## src/rtl/addmw_seq.sv

```systemverilog
// Multi-word add/subtract sequencer: one 32-bit adder reused over WORDS cycles,
// LSW first, with a registered carry chained between words and valid/ready on both sides.

module fulladder32 (
    input  logic [31:0] a_i,
    input  logic [31:0] b_i,
    input  logic        c_i,
    output logic [31:0] s_o,
    output logic        c_o
);
    assign {c_o, s_o} = 33'(a_i) + 33'(b_i) + 33'(c_i);
endmodule

module addmw_seq #(
    parameter int unsigned WORDS = 4
) (
    input  logic                  clk_i,
    input  logic                  rst_i,
    input  logic                  valid_i,
    output logic                  ready_o,
    input  logic [32*WORDS-1:0]   a_i,
    input  logic [32*WORDS-1:0]   b_i,
    input  logic                  carry_i,
    input  logic                  sub_i,
    output logic                  valid_o,
    input  logic                  ready_i,
    output logic [32*WORDS-1:0]   sum_o,
    output logic                  carry_o,
    output logic                  ovf_o,
    output logic                  busy_o
);
    localparam int unsigned W  = 32 * WORDS;
    localparam int unsigned IW = (WORDS > 1) ? $clog2(WORDS) : 1;

    localparam logic [1:0] S_IDLE = 2'd0;
    localparam logic [1:0] S_RUN  = 2'd1;
    localparam logic [1:0] S_DONE = 2'd2;

    logic [1:0]    state_q, state_d;
    logic [IW-1:0] idx_q, idx_d;
    logic          carry_q, carry_d;
    logic [W-1:0]  a_q, a_d;
    logic [W-1:0]  b_q, b_d;
    logic          sub_q, sub_d;
    logic [W-1:0]  sum_q, sum_d;
    logic          cout_q, cout_d;
    logic          ovf_q, ovf_d;
    logic          valid_q, valid_d;
    logic          ready_q, ready_d;
    logic          busy_q, busy_d;

    logic [31:0]   a_word;
    logic [31:0]   b_raw;
    logic [31:0]   b_word;
    logic [31:0]   add_sum;
    logic          add_cout;
    logic          last_word;

    // Select the current operand word; B is inverted for subtraction
    always_comb begin
        a_word = '0;
        b_raw  = '0;
        for (int unsigned k = 0; k < WORDS; k++) begin
            if (idx_q == IW'(k)) begin
                a_word = a_q[32*k +: 32];
                b_raw  = b_q[32*k +: 32];
            end
        end
        b_word    = sub_q ? ~b_raw : b_raw;
        last_word = (idx_q == IW'(WORDS - 1));
    end

    fulladder32 u_add (
        .a_i (a_word),
        .b_i (b_word),
        .c_i (carry_q),
        .s_o (add_sum),
        .c_o (add_cout)
    );

    // Next-state and datapath update
    always_comb begin
        state_d = state_q;
        idx_d   = idx_q;
        carry_d = carry_q;
        a_d     = a_q;
        b_d     = b_q;
        sub_d   = sub_q;
        sum_d   = sum_q;
        cout_d  = cout_q;
        ovf_d   = ovf_q;

        case (state_q)
            S_IDLE: begin
                if (valid_i && ready_q) begin
                    state_d = S_RUN;
                    a_d     = a_i;
                    b_d     = b_i;
                    sub_d   = sub_i;
                    idx_d   = '0;
                    carry_d = sub_i ? 1'b1 : carry_i;
                end
            end
            S_RUN: begin
                for (int unsigned k = 0; k < WORDS; k++) begin
                    if (idx_q == IW'(k)) begin
                        sum_d[32*k +: 32] = add_sum;
                    end
                end
                carry_d = add_cout;
                if (last_word) begin
                    state_d = S_DONE;
                    idx_d   = '0;
                    cout_d  = add_cout;
                    // Overflow: operands agree in sign but the result does not
                    ovf_d   = (a_q[W-1] == b_word[31]) && (add_sum[31] != a_q[W-1]);
                end else begin
                    idx_d = idx_q + IW'(1);
                end
            end
            S_DONE: begin
                if (valid_q && ready_i) begin
                    state_d = S_IDLE;
                end
            end
            default: begin
                state_d = S_IDLE;
            end
        endcase

        ready_d = (state_d == S_IDLE);
        valid_d = (state_d == S_DONE);
        busy_d  = (state_d != S_IDLE);
    end

    always_ff @(posedge clk_i or posedge rst_i) begin
        if (rst_i) begin
            state_q <= S_IDLE;
            idx_q   <= '0;
            carry_q <= 1'b0;
            a_q     <= '0;
            b_q     <= '0;
            sub_q   <= 1'b0;
            sum_q   <= '0;
            cout_q  <= 1'b0;
            ovf_q   <= 1'b0;
            valid_q <= 1'b0;
            ready_q <= 1'b1;
            busy_q  <= 1'b0;
        end else begin
            state_q <= state_d;
            idx_q   <= idx_d;
            carry_q <= carry_d;
            a_q     <= a_d;
            b_q     <= b_d;
            sub_q   <= sub_d;
            sum_q   <= sum_d;
            cout_q  <= cout_d;
            ovf_q   <= ovf_d;
            valid_q <= valid_d;
            ready_q <= ready_d;
            busy_q  <= busy_d;
        end
    end

    assign ready_o = ready_q;
    assign valid_o = valid_q;
    assign sum_o   = sum_q;
    assign carry_o = cout_q;
    assign ovf_o   = ovf_q;
    assign busy_o  = busy_q;

endmodule
```

## config.mk

```make
export PLATFORM = sky130hd
export DESIGN_NAME = addmw_seq
export DESIGN_NICKNAME = d
export VERILOG_FILES = /design/src/rtl/addmw_seq.sv
export SDC_FILE = /design/constraint.sdc
export NUM_CORES = 1
export LEC_CHECK = 0
export BUFFER_PORTS_ARGS = -buffer_cell sky130_fd_sc_hd__buf_4
export CORE_MARGIN = 2
export CORE_UTILIZATION = 54
export DETAILED_ROUTE_END_ITERATION = 12
export PLACE_DENSITY = 0.9
export SYNTH_ARGS = -nofsm -noshare
export SYNTH_HDL_FRONTEND = slang
export SYNTH_SLANG_ARGS = --single-unit
export TNS_END_PERCENT = 5
```

## constraint.sdc

```tcl
create_clock -name clk_i -period 19.8 [get_ports clk_i]
set_input_delay 0.99 -clock clk_i [delete_from_list [all_inputs] [get_ports clk_i]]
set_output_delay 0.99 -clock clk_i [all_outputs]
set_load 0.05 [all_outputs]
```

======== Word-level counts from Yosys, hierarchy flattened ========
Index checks and enable logic that the tools add are counted.
word-level totals
  flip-flop bits (word level) ............. 395
cells by class
  reduce and logical (&&, ||, !) cells .... 14
  equal/unequal tests ..................... 9
  $add $sub $neg .......................... 3
  bitwise gates (word level) .............. 1
  mux-type cells .......................... 19
operators with widths
  operator               count
  $mux W32               9
  $add A32 B32 Y33       1
  $add A33 B1 Y33        1
  $not A32 Y32           1
  $reduce_and A2 Y1      6
  $mux W2                5
  $eq A2 B2 Y1 const B   4
  $logic_not A2 Y1       3
  $pmux W2 S3            1
  $eq A2 B1 Y1 const B   2
  $pmux W2 S2            1
  $reduce_bool A2 Y1     2
  $logic_and A1 B1 Y1    3
  $add A2 B1 Y2 const B  1
  $mux W1                2
  $ne A2 B2 Y1 const B   1
  $pmux W1 S2            1
  $eq A1 B1 Y1           1
  $ne A1 B1 Y1           1

======== Logic depth before layout (Yosys ltp) ========
Gate-level depths: netlist of run 1.
  word-level depth ........................ 11
  depth in mapped cells ................... 22
  depth with buffers taken out ............ 20

======== Modules after synthesis ========
A second synthesis of run 1 with hierarchy kept.
unflattened totals
  cell total of the unflattened synthesis .. 1603
  area total of the unflattened synthesis .. 19989.2 um^2
modules (own cells, without submodules)
  module       area an instance (um^2)  cells each  instances
  addmw_seq    18275.0                  1366        1
  fulladder32  1714.1                   237         1

======== Worst setup path before layout of run 1 ========
No wires, ideal clock.
  path type ............................... register to register
  start point ............................. register idx_q[1]
  end point ............................... register sum_q[30] (netlist: sum_o[30])
  data required time ...................... 19.705 ns
  path buffers ............................ 4
  path slack .............................. 15.576 ns
  cell stages (with the launch flop) ...... 21
  library setup time ...................... 0.095 ns
  data arrival time ....................... 4.128 ns
  period minus slack after synthesis ...... 4.224 ns
  path through ............................ dfrtp_1 inv_1 ha_1 clkbuf_1 clkbuf_1 buf_1 a21oi_1 nor2_1 a21oi_1 o21ai_0 xor2_1 ha_1 buf_6 a21o_1 a21o_1 a21o_1 a2111o_1 o21a_1 o21a_1 o31a_1 o31ai_1
on the way
  word-level cells in the longest chain between the ends .. 9
ends and longest elaborated chain
  element                 RTL line  text
  start, declared         40        logic [IW-1:0] idx_q, idx_d;
  start signal, assigned  152       idx_q <= idx_d;
  $logic_not A2 Y1        64, 106
  $mux W32 (4 in series)  64        if (idx_q == IW'(k)) begin
  $not A32 Y32            69        b_word = sub_q ? ~b_raw : b_raw;
  $mux W32                69
  $add A32 B32 Y33        11        assign {c_o, s_o} = 33'(a_i) + 33'(b_i) + 33'(c_i);
  $add A33 B1 Y33         11
  end signal, assigned    157       sum_q <= sum_d;
  end, declared           45        logic [W-1:0] sum_q, sum_d;
Parallel ways exist; a longest one is shown, timed or not.
A chain may end at the register's enable or synchronous reset.

======== Final worst setup path of run 1 ========
  start point ............................. register idx_q[0]
  end point ............................... register sum_q[30] (netlist: sum_o[30])
The elaborated chain is that of the path after synthesis.

==> impl_metrics.prom, run 1 <==
# TYPE chip_impl_metric gauge
chip_impl_metric{name="ctsResizeCount",unit=""} 0
chip_impl_metric{name="core_region_area",unit="sq mm"} 0.0343
chip_impl_metric{name="hold_viol_final",unit=""} 0
chip_impl_metric{name="wl_per_cell",unit="microns"} 18.5
chip_impl_metric{name="yosys.cell_types.count",unit=""} 57
chip_impl_info{name="endpoint_kind",value="flip-flop"} 1
chip_impl_metric{name="grt_antenna_before_repair",unit=""} 0
chip_impl_metric{name="postSynth.asyncResetShare",unit="%"} 100
chip_impl_metric{name="global_route_wire_length_before_repair",unit="mm"} 90.7
chip_impl_info{name="setup_repair_after_global_routing_missed_its_margin",value="no"} 1
chip_impl_info{name="cp-endpoint",value="sum_o[30]$_DFFE_PP0P_"} 1
chip_impl_metric{name="post-route-min-period",unit="ns"} 5.70
chip_impl_metric{name="detailed_place_hpwl",unit="mm"} 42.2
chip_impl_metric{name="routability_driven_placement_congestion_ratio",unit=""} 0.925
chip_impl_metric{name="clkLatencyLatePin",unit="ns"} 0.53
chip_impl_info{name="r2r-end",value="sum_o[30]$_DFFE_PP0P_"} 1
chip_impl_metric{name="worst-path-max-fanout",unit=""} 40
chip_impl_metric{name="die_w",unit="microns"} 190
chip_impl_metric{name="clk_sinks",unit=""} 395
chip_impl_metric{name="post_route_antenna_net_violation_count",unit=""} 0
chip_impl_metric{name="yosysSeqAreaShare",unit="%"} 53.0
chip_impl_metric{name="die_h",unit="microns"} 190
chip_impl_metric{name="finalMaxSlewViolations",unit=""} 0
chip_impl_metric{name="drv_cap",unit=""} 0
chip_impl_metric{name="antennaDiodeCount",unit=""} 0
chip_impl_metric{name="transition_time_at_the_pin_with_the_least_slew_margin",unit="ns"} 1.20
chip_impl_metric{name="fin_skew",unit="ns"} 0.0170
chip_impl_metric{name="route.detailed.vias_per_inst",unit=""} 5.54
chip_impl_metric{name="globalRouteOverflowTotal",unit=""} 0
chip_impl_metric{name="syn_avg_cell_area",unit="sq um"} 8.05
chip_impl_metric{name="placement_rows",unit=""} 68
chip_impl_info{name="worstReg2RegStart",value="idx_q[0]$_DFFE_PP0P_"} 1
chip_impl_metric{name="worst_ep_arrival_time",unit="ns"} 6.10
chip_impl_metric{name="postSynthCellCount",unit=""} 2317
chip_impl_metric{name="grt_max_degree",unit=""} 156
chip_impl_metric{name="cts.hold.buffers_added",unit=""} 0
chip_impl_metric{name="place.port_buffers",unit=""} 394
chip_impl_metric{name="ctsLongestPathBuffers",unit=""} 3
chip_impl_info{name="cp-startpoint",value="idx_q[0]$_DFFE_PP0P_"} 1
chip_impl_metric{name="fin_tns_setup",unit="ns"} 0
chip_impl_metric{name="floorplan.initialDensity",unit="%"} 54.4
chip_impl_metric{name="synthesis.area",unit="sq mm"} 0.0187
chip_impl_metric{name="postCtsSetupRepairBufs",unit=""} 0
chip_impl_metric{name="maxSlewHeadroom",unit="%"} 19.9
chip_impl_metric{name="setup_viol_count_final",unit=""} 0
chip_impl_info{name="worst-setup-path-type",value="flip-flop to flip-flop"} 1
chip_impl_metric{name="achievable-frequency",unit="MHz"} 175
chip_impl_metric{name="synth_warnings",unit=""} 0
chip_impl_metric{name="drt_first_iter_violations",unit=""} 1418
chip_impl_info{name="yosys-top-cells-area",value="sky130_fd_sc_hd__dfrtp_1 53%, sky130_fd_sc_hd__nand2_1 21%, sky130_fd_sc_hd__o21ai_0 4.3%"} 1
chip_impl_metric{name="detail_route.drc_violations",unit=""} 0
chip_impl_metric{name="timing.final.crit_share",unit="%"} 28.8
chip_impl_metric{name="synth_enable_flop_cells",unit=""} 0
chip_impl_metric{name="floorplan.die_area",unit="sq mm"} 0.0360
chip_impl_metric{name="cts_buffers",unit=""} 40
chip_impl_metric{name="drive_gt1_share",unit="%"} 18.4
chip_impl_metric{name="vias",unit=""} 17300
chip_impl_metric{name="share_of_yosys_cell_area_claimed_by_the_top_area_cell_type",unit="%"} 52.9
chip_impl_metric{name="drt_first_pass_iters",unit=""} 5
chip_impl_metric{name="worst_case_reg_to_reg_path_depth",unit=""} 20
chip_impl_metric{name="postSynthRegisterBits",unit=""} 395
chip_impl_metric{name="required_time_at_the_endpoint_of_the_critical_path",unit="ns"} 20.20
chip_impl_metric{name="mappedNetlistNets",unit=""} 2616
chip_impl_info{name="synth_top_area_cell",value="sky130_fd_sc_hd__dfrtp_1"} 1
chip_impl_info{name="clk_root_buffer_cell",value="sky130_fd_sc_hd__clkbuf_16"} 1
chip_impl_metric{name="totalWireLength",unit="mm"} 57.6
chip_impl_info{name="clock_tree_from_tritoncts",value="built"} 1
chip_impl_metric{name="final_layout_net_count",unit=""} 2925
chip_impl_metric{name="area_growth",unit="%"} 24.0
chip_impl_metric{name="vias_in_the_first_global_route",unit=""} 17000
chip_impl_metric{name="r2r_slack",unit="ns"} 14.10
chip_impl_metric{name="track_usage",unit="%"} 32.1
chip_impl_metric{name="number_of_top_level_pins",unit=""} 395
chip_impl_metric{name="cts_clock_pin_slew_for_the_worst_setup_and_hold_paths",unit="ns"} 0.06
chip_impl_info{name="synth_ff_type",value="sky130_fd_sc_hd__dfrtp_1"} 1
chip_impl_metric{name="count_of_h_tree_levels_built_during_cts",unit=""} 2
chip_impl_info{name="status",value="completed"} 1
chip_impl_info{name="min_path_type",value="flip-flop to flip-flop"} 1
chip_impl_info{name="hp-start",value="a_q[44]$_DFFE_PP0P_"} 1
chip_impl_info{name="startpoint_types",value="flip-flop"} 1
[layer usage]
metal | vias up | GRT usage (%) | wire length, microns
li1 | 8098 | - | -
met3 | 166 | 5.11 | 4480
met2 | 847 | 52.1 | 27000
met1 | 8144 | 42.9 | 23400
met5 | - | 0 | 0
met4 | 0 | 14.2 | 2740
[stage by stage]
step / setup slack [ns] / cells / hold slack [ns] / area [sq um] / util [%]
floorplan: 7.83 / 2317 / 0.446 / 18700 / -
global placement: 14.39 / 3039 / 0.457 / 21800 / 63.6
detailed placement: 14.23 / 3039 / 0.462 / 21800 / 63.6
CTS: 14.18 / 3112 / 0.477 / 23100 / 67.5
global route: 13.80 / 3112 / 0.487 / 23100 / 67.5
finish: 14.10 / 3112 / 0.475 / 23100 / 67.5
[state kept, by name (all words and copies together) (netlist names)]
register	count
busy_o	1
sum_o	128
ovf_o	1
b_q	128
ready_o	1
sub_q	1
carry_o	1
state_q	2
valid_o	1
carry_q	1
a_q	128
idx_q	2
[worst min-delay path by stage]
stage | end | slack, ns | cells past startpoint
after CTS | a_q[91]$_DFFE_PP0P_ | 0.48 | 2
after floorplan | a_q[0]$_DFFE_PP0P_ | 0.45 | 2
final | a_q[44]$_DFFE_PP0P_ | 0.47 | 2
after detailed placement | b_q[24]$_DFFE_PP0P_ | 0.46 | 2
after global routing | a_q[0]$_DFFE_PP0P_ | 0.49 | 2
after global placement | b_q[80]$_DFFE_PP0P_ | 0.46 | 2
[synth_stat cells (12+ instances only)]
cell type	instances
sky130_fd_sc_hd__a21o_1	15
sky130_fd_sc_hd__a21oi_1	151
sky130_fd_sc_hd__buf_1	21
sky130_fd_sc_hd__clkbuf_1	119
sky130_fd_sc_hd__dfrtp_1	394
sky130_fd_sc_hd__ha_1	35
sky130_fd_sc_hd__inv_1	12
sky130_fd_sc_hd__nand2_1	1050
sky130_fd_sc_hd__nor2_1	145
sky130_fd_sc_hd__nor3_1	13
sky130_fd_sc_hd__o21ai_0	162
sky130_fd_sc_hd__o21ai_1	28
sky130_fd_sc_hd__xor2_1	45
[worst max-delay path, cell delays in order (launching register included)]
cell                       delay (ns)
sky130_fd_sc_hd__dfrtp_1         0.47
sky130_fd_sc_hd__inv_1           0.18
sky130_fd_sc_hd__ha_2            0.52
sky130_fd_sc_hd__buf_4           0.50
sky130_fd_sc_hd__nor2b_1         0.38
sky130_fd_sc_hd__a22oi_1         0.12
sky130_fd_sc_hd__nor2_1          0.11
sky130_fd_sc_hd__a21oi_1         0.05
sky130_fd_sc_hd__o21ai_0         0.22
sky130_fd_sc_hd__xnor2_1         0.17
sky130_fd_sc_hd__fa_1            0.23
sky130_fd_sc_hd__inv_1           0.07
sky130_fd_sc_hd__fa_1            0.41
sky130_fd_sc_hd__a21oi_1         0.22
sky130_fd_sc_hd__nor2_1          0.10
sky130_fd_sc_hd__o311ai_1        0.37
sky130_fd_sc_hd__a21oi_1         0.24
sky130_fd_sc_hd__o21a_1          0.32
sky130_fd_sc_hd__o21a_1          0.23
sky130_fd_sc_hd__o31a_1          0.35
sky130_fd_sc_hd__o31ai_1         0.29
[cells in the final DEF (no fill, tap or decap), types with 5 or more instances in the layout]
cell	count
sky130_fd_sc_hd__nand2_1	1046
sky130_fd_sc_hd__buf_4	408
sky130_fd_sc_hd__dfrtp_1	394
sky130_fd_sc_hd__o21ai_0	162
sky130_fd_sc_hd__a21oi_1	151
sky130_fd_sc_hd__nor2_1	145
sky130_fd_sc_hd__xor2_1	45
sky130_fd_sc_hd__clkbuf_16	41
sky130_fd_sc_hd__ha_1	31
sky130_fd_sc_hd__o21ai_1	28
sky130_fd_sc_hd__a21o_1	15
sky130_fd_sc_hd__nor3_1	13
sky130_fd_sc_hd__clkbuf_1	12
sky130_fd_sc_hd__inv_1	11
sky130_fd_sc_hd__xnor2_1	11
sky130_fd_sc_hd__o31ai_1	11
sky130_fd_sc_hd__nand3_1	9
sky130_fd_sc_hd__clkinv_2	8
sky130_fd_sc_hd__o211ai_1	6
sky130_fd_sc_hd__clkbuf_8	6
sky130_fd_sc_hd__a22oi_1	5
sky130_fd_sc_hd__a31oi_1	5
sky130_fd_sc_hd__and3_1	5
[area by class of cell]
cell class	count	area, sq um
Inverter	12	52.6
Tap cell	455	569
Timing Repair Buffer	408	3060
Clock inverter	14	156
Multi-Input combinational cell	1769	8250
Sequential cell	395	9890
Clock buffer	59	1150
Fill cell	2646	11200
[cell families (layout without fill, tap and decap cells)]
group	after synthesis	in the layout	share of synthesized area [%]
and+or+nand+nor	1255	1255	26.1
buffers and inverters	153	493	3.12
adders and majority gates	37	37	2.56
AOI/OAI and AO/OA	414	414	12.2
DFF	395	395	53.0
xor gates and xnor gates	56	56	2.63
muxes	7	7	0.396
Power of run 1 is not shown: default switching activity piles up to over one toggle a cycle in this logic, so the estimate is an artifact.
==> run 2, diff against run 1 <==
Settings changed: CORE_UTILIZATION 54 to 50, PLACE_DENSITY 0.9 to 0.88.
Clock period 19.8 ns to 4.57 ns, I/O delays scaled along.
==> run 2 against run 1 <==
  * Hold slack lost 0.46 ns
  * Register-to-register slack lost 14 ns
  * Clock skew up 0.0090 ns
  * Sequential share of layout area is 5.2 points lower
  * Die area grew 7.8%
  * Global-route usage is 6.7 points higher
  * Cell area rose by 14%
==> impl_metrics.prom, run 2 (same netlist as run 1, synthesis figures left out) <==
# TYPE chip_impl_metric gauge
chip_impl_metric{name="drt_first_iter_violations",unit=""} 2289
chip_impl_info{name="final_cell_mix",value="1,046 x sky130_fd_sc_hd__nand2_1, 429 x sky130_fd_sc_hd__buf_4, 394 x sky130_fd_sc_hd__dfrtp_1"} 1
chip_impl_metric{name="maxSlewHeadroom",unit="%"} 20.2
chip_impl_metric{name="setup_viol_count_final",unit=""} 0
chip_impl_metric{name="maximum_vdd_drop",unit="mV"} 0.480
chip_impl_info{name="min_path_type",value="input pin to flip-flop"} 1
chip_impl_metric{name="totalWireLength",unit="mm"} 75.5
chip_impl_metric{name="routability_driven_placement_congestion_ratio",unit=""} 0.946
chip_impl_metric{name="post_route_antenna_net_violation_count",unit=""} 0
chip_impl_metric{name="worst_ep_arrival_time",unit="ns"} 4.86
chip_impl_metric{name="fin_tns_setup",unit="ns"} 0
chip_impl_metric{name="number_of_top_level_pins",unit=""} 395
chip_impl_info{name="endpoint_kind",value="flip-flop"} 1
chip_impl_metric{name="floorplan.die_area",unit="sq mm"} 0.0389
chip_impl_metric{name="detailed_place_hpwl",unit="mm"} 42.9
chip_impl_metric{name="transition_time_at_the_pin_with_the_least_slew_margin",unit="ns"} 1.20
chip_impl_info{name="timing.critical_path.slowest_stage_cell",value="sky130_fd_sc_hd__dfrtp_1"} 1
chip_impl_info{name="clk_root_buffer_cell",value="sky130_fd_sc_hd__clkbuf_16"} 1
chip_impl_metric{name="detail_route.drc_violations",unit=""} 0
chip_impl_metric{name="placement_rows",unit=""} 70
chip_impl_metric{name="final_layout_net_count",unit=""} 3218
chip_impl_metric{name="drive_gt1_share",unit="%"} 18.5
chip_impl_info{name="cp_cell_sequence",value="inv_1 -> ha_4 -> nor2b_1 -> buf_4 -> a22oi_1 -> nor2_1 -> a21oi_1 -> o21ai_0 -> xor2_1 -> ha_1 -> a21o_1 -> and2_1 -> o311ai_2 -> a21oi_2 -> o21a_1 -> o21a_1 -> o31a_1 -> o31ai_1"} 1
chip_impl_metric{name="placed_instance_area",unit="sq mm"} 0.0222
chip_impl_metric{name="global_route_wire_length_before_repair",unit="mm"} 114
chip_impl_metric{name="achievable-frequency",unit="MHz"} 226
chip_impl_metric{name="worst-path-max-fanout",unit=""} 7
chip_impl_metric{name="vias",unit=""} 20000
chip_impl_metric{name="use_met3",unit="%"} 9.34
chip_impl_metric{name="die_h",unit="microns"} 197
chip_impl_metric{name="grtUsageMet1",unit="%"} 47.5
chip_impl_info{name="most_crowded_layer_gr",value="met2"} 1
chip_impl_info{name="timing.critical_path.mode_cell",value="sky130_fd_sc_hd__o21a_1"} 1
chip_impl_metric{name="floorplan.initialDensity",unit="%"} 50.8
chip_impl_metric{name="fin_skew",unit="ns"} 0.0260
chip_impl_info{name="mostFrequentLayoutCell",value="sky130_fd_sc_hd__nand2_1"} 1
chip_impl_metric{name="post-route-min-period",unit="ns"} 4.42
chip_impl_metric{name="place.port_buffers",unit=""} 394
chip_impl_metric{name="wl_per_cell",unit="microns"} 22.1
chip_impl_metric{name="ratio_of_total_power_to_cell_area",unit="mW/mm^2"} 937
chip_impl_metric{name="ctsLongestPathBuffers",unit=""} 3
chip_impl_metric{name="vias_in_the_first_global_route",unit=""} 19900
chip_impl_metric{name="critical_path.max_stage_delay",unit="ns"} 0.38
chip_impl_metric{name="grt_antenna_before_repair",unit=""} 5
chip_impl_metric{name="stdcell_area",unit="sq mm"} 0.0263
chip_impl_metric{name="use_met2",unit="%"} 62.2
chip_impl_metric{name="required_time_at_the_endpoint_of_the_critical_path",unit="ns"} 5.02
chip_impl_metric{name="die_w",unit="microns"} 197
chip_impl_info{name="status",value="completed"} 1
chip_impl_metric{name="globalRouteOverflowTotal",unit=""} 0
chip_impl_metric{name="drt_first_pass_iters",unit=""} 8
chip_impl_metric{name="hold_viol_final",unit=""} 0
chip_impl_metric{name="cts_clock_pin_slew_for_the_worst_setup_and_hold_paths",unit="ns"} 0.06
chip_impl_info{name="worst-setup-path-type",value="flip-flop to flip-flop"} 1
chip_impl_metric{name="finalMaxSlewViolations",unit=""} 0
chip_impl_info{name="startpoint_types",value="flip-flop"} 1
chip_impl_metric{name="route.detailed.vias_per_inst",unit=""} 5.86
chip_impl_info{name="clock_tree_from_tritoncts",value="built"} 1
chip_impl_metric{name="timing.final.crit_share",unit="%"} 96.6
chip_impl_metric{name="hold-worst-slack",unit="ns"} 0.0159
chip_impl_info{name="setup_repair_after_global_routing_missed_its_margin",value="yes"} 1
chip_impl_metric{name="core_region_area",unit="sq mm"} 0.0367
chip_impl_metric{name="grt_max_degree",unit=""} 238
chip_impl_metric{name="static-leakage-power",unit="nW"} 13.5
chip_impl_metric{name="area_growth",unit="%"} 41.0
chip_impl_metric{name="drv_cap",unit=""} 0
chip_impl_metric{name="count_of_h_tree_levels_built_during_cts",unit=""} 2
chip_impl_metric{name="cts_buffers",unit=""} 42
chip_impl_metric{name="clk_sinks",unit=""} 395
chip_impl_metric{name="clkLatencyLatePin",unit="ns"} 0.56
chip_impl_metric{name="track_usage",unit="%"} 38.8
run 2: cell types whose count changed in the layout (fill, tap and decap cells not counted), moves of 7 or more:
cell | previous run | this run
sky130_fd_sc_hd__buf_12 | 0 | 8
sky130_fd_sc_hd__buf_4 | 408 | 429
sky130_fd_sc_hd__clkinvlp_4 | 0 | 7
sky130_fd_sc_hd__dlygate4sd3_1 | 0 | 258
sky130_fd_sc_hd__o21ai_0 | 162 | 151
sky130_fd_sc_hd__o21ai_1 | 28 | 37
run 2: area by class of cell:
| type | count | area [sq um] |
|---|---|---|
| fillers | 2451 | 10400 |
| flip-flops and latches | 395 | 9890 |
| multi-input cells | 1769 | 8350 |
| repair buffers | 699 | 6050 |
| clock buffers | 60 | 1260 |
| well taps | 468 | 586 |
| clock inverters | 15 | 97.6 |
| inverters | 12 | 48.8 |
| diodes | 5 | 12.5 |
run 2: worst paths after layout:
check / startpoint / end / slack (ns) / cells after the start
worst max-delay path: idx_q[0]$_DFFE_PP0P_ / sum_o[30]$_DFFE_PP0P_ / 0.15 / 18
worst min-delay path: ready_i / state_q[1]$_DFF_PP0_ / 0.02 / 3
worst max register to register: idx_q[0]$_DFFE_PP0P_ / sum_o[30]$_DFFE_PP0P_ / 0.15 / 18
worst min register to register: sum_o[50]$_DFFE_PP0P_ / sum_o[50]$_DFFE_PP0P_ / 0.48 / 2
max in group asynchronous: rst_i / a_q[108]$_DFFE_PP0P_ / 2.79 / 4
min in group asynchronous: rst_i / busy_o$_DFF_PP0_ / 0.47 / 3
run 2: timing repair:
item                       in CTS  in global routing
cloned                          0                  1
setup endpoints to repair      44                 75
buffers inserted                0                  5
pin swaps                       0                  6
hold buffers                  258                  0
hold endpoints to repair      289                  0
gates resized for setup         6                 27
run 2: critical path: cells and delay by family, from the launching register on:
family	cells	cell delay, ns
AOI/OAI and AO/OA	10	2.29
xor gates and xnor gates	1	0.20
buffers and inverters	2	0.35
and+or+nand+nor	3	0.53
DFF	1	0.38
adders and majority gates	2	0.57
run 2: power breakdown:
group / internal, mW / total [mW] / switching, mW / leakage (nW)
Clock: 1.93 / 3.41 / 1.48 / 0.657
Combinational: 4.79 / 15.0 / 10.2 / 7.92
Sequential: 5.15 / 6.26 / 1.11 / 4.96
run 2: per-layer routing:
layer	share of wire (%)	up-vias	routed length (microns)
met5	0.017	-	13
met4	7.8	2	5900
met3	11	464	7970
met2	46	1551	34800
met1	36	9357	26800
li1	-	8669	-
run 2: per-stage QoR:
step	power, mW	utilization, %	cells	setup WS [ns]
finish	24.6	71.7	3423	0.154
global route	26.0	71.7	3422	-0.0642
floorplan	15.0	-	2317	-0.974
global placement	19.6	60.4	3079	-0.142
CTS	23.6	71.2	3412	0.0293
detailed placement	20.0	60.4	3079	-0.218
Note: power is estimated with default switching activity, not from simulation.
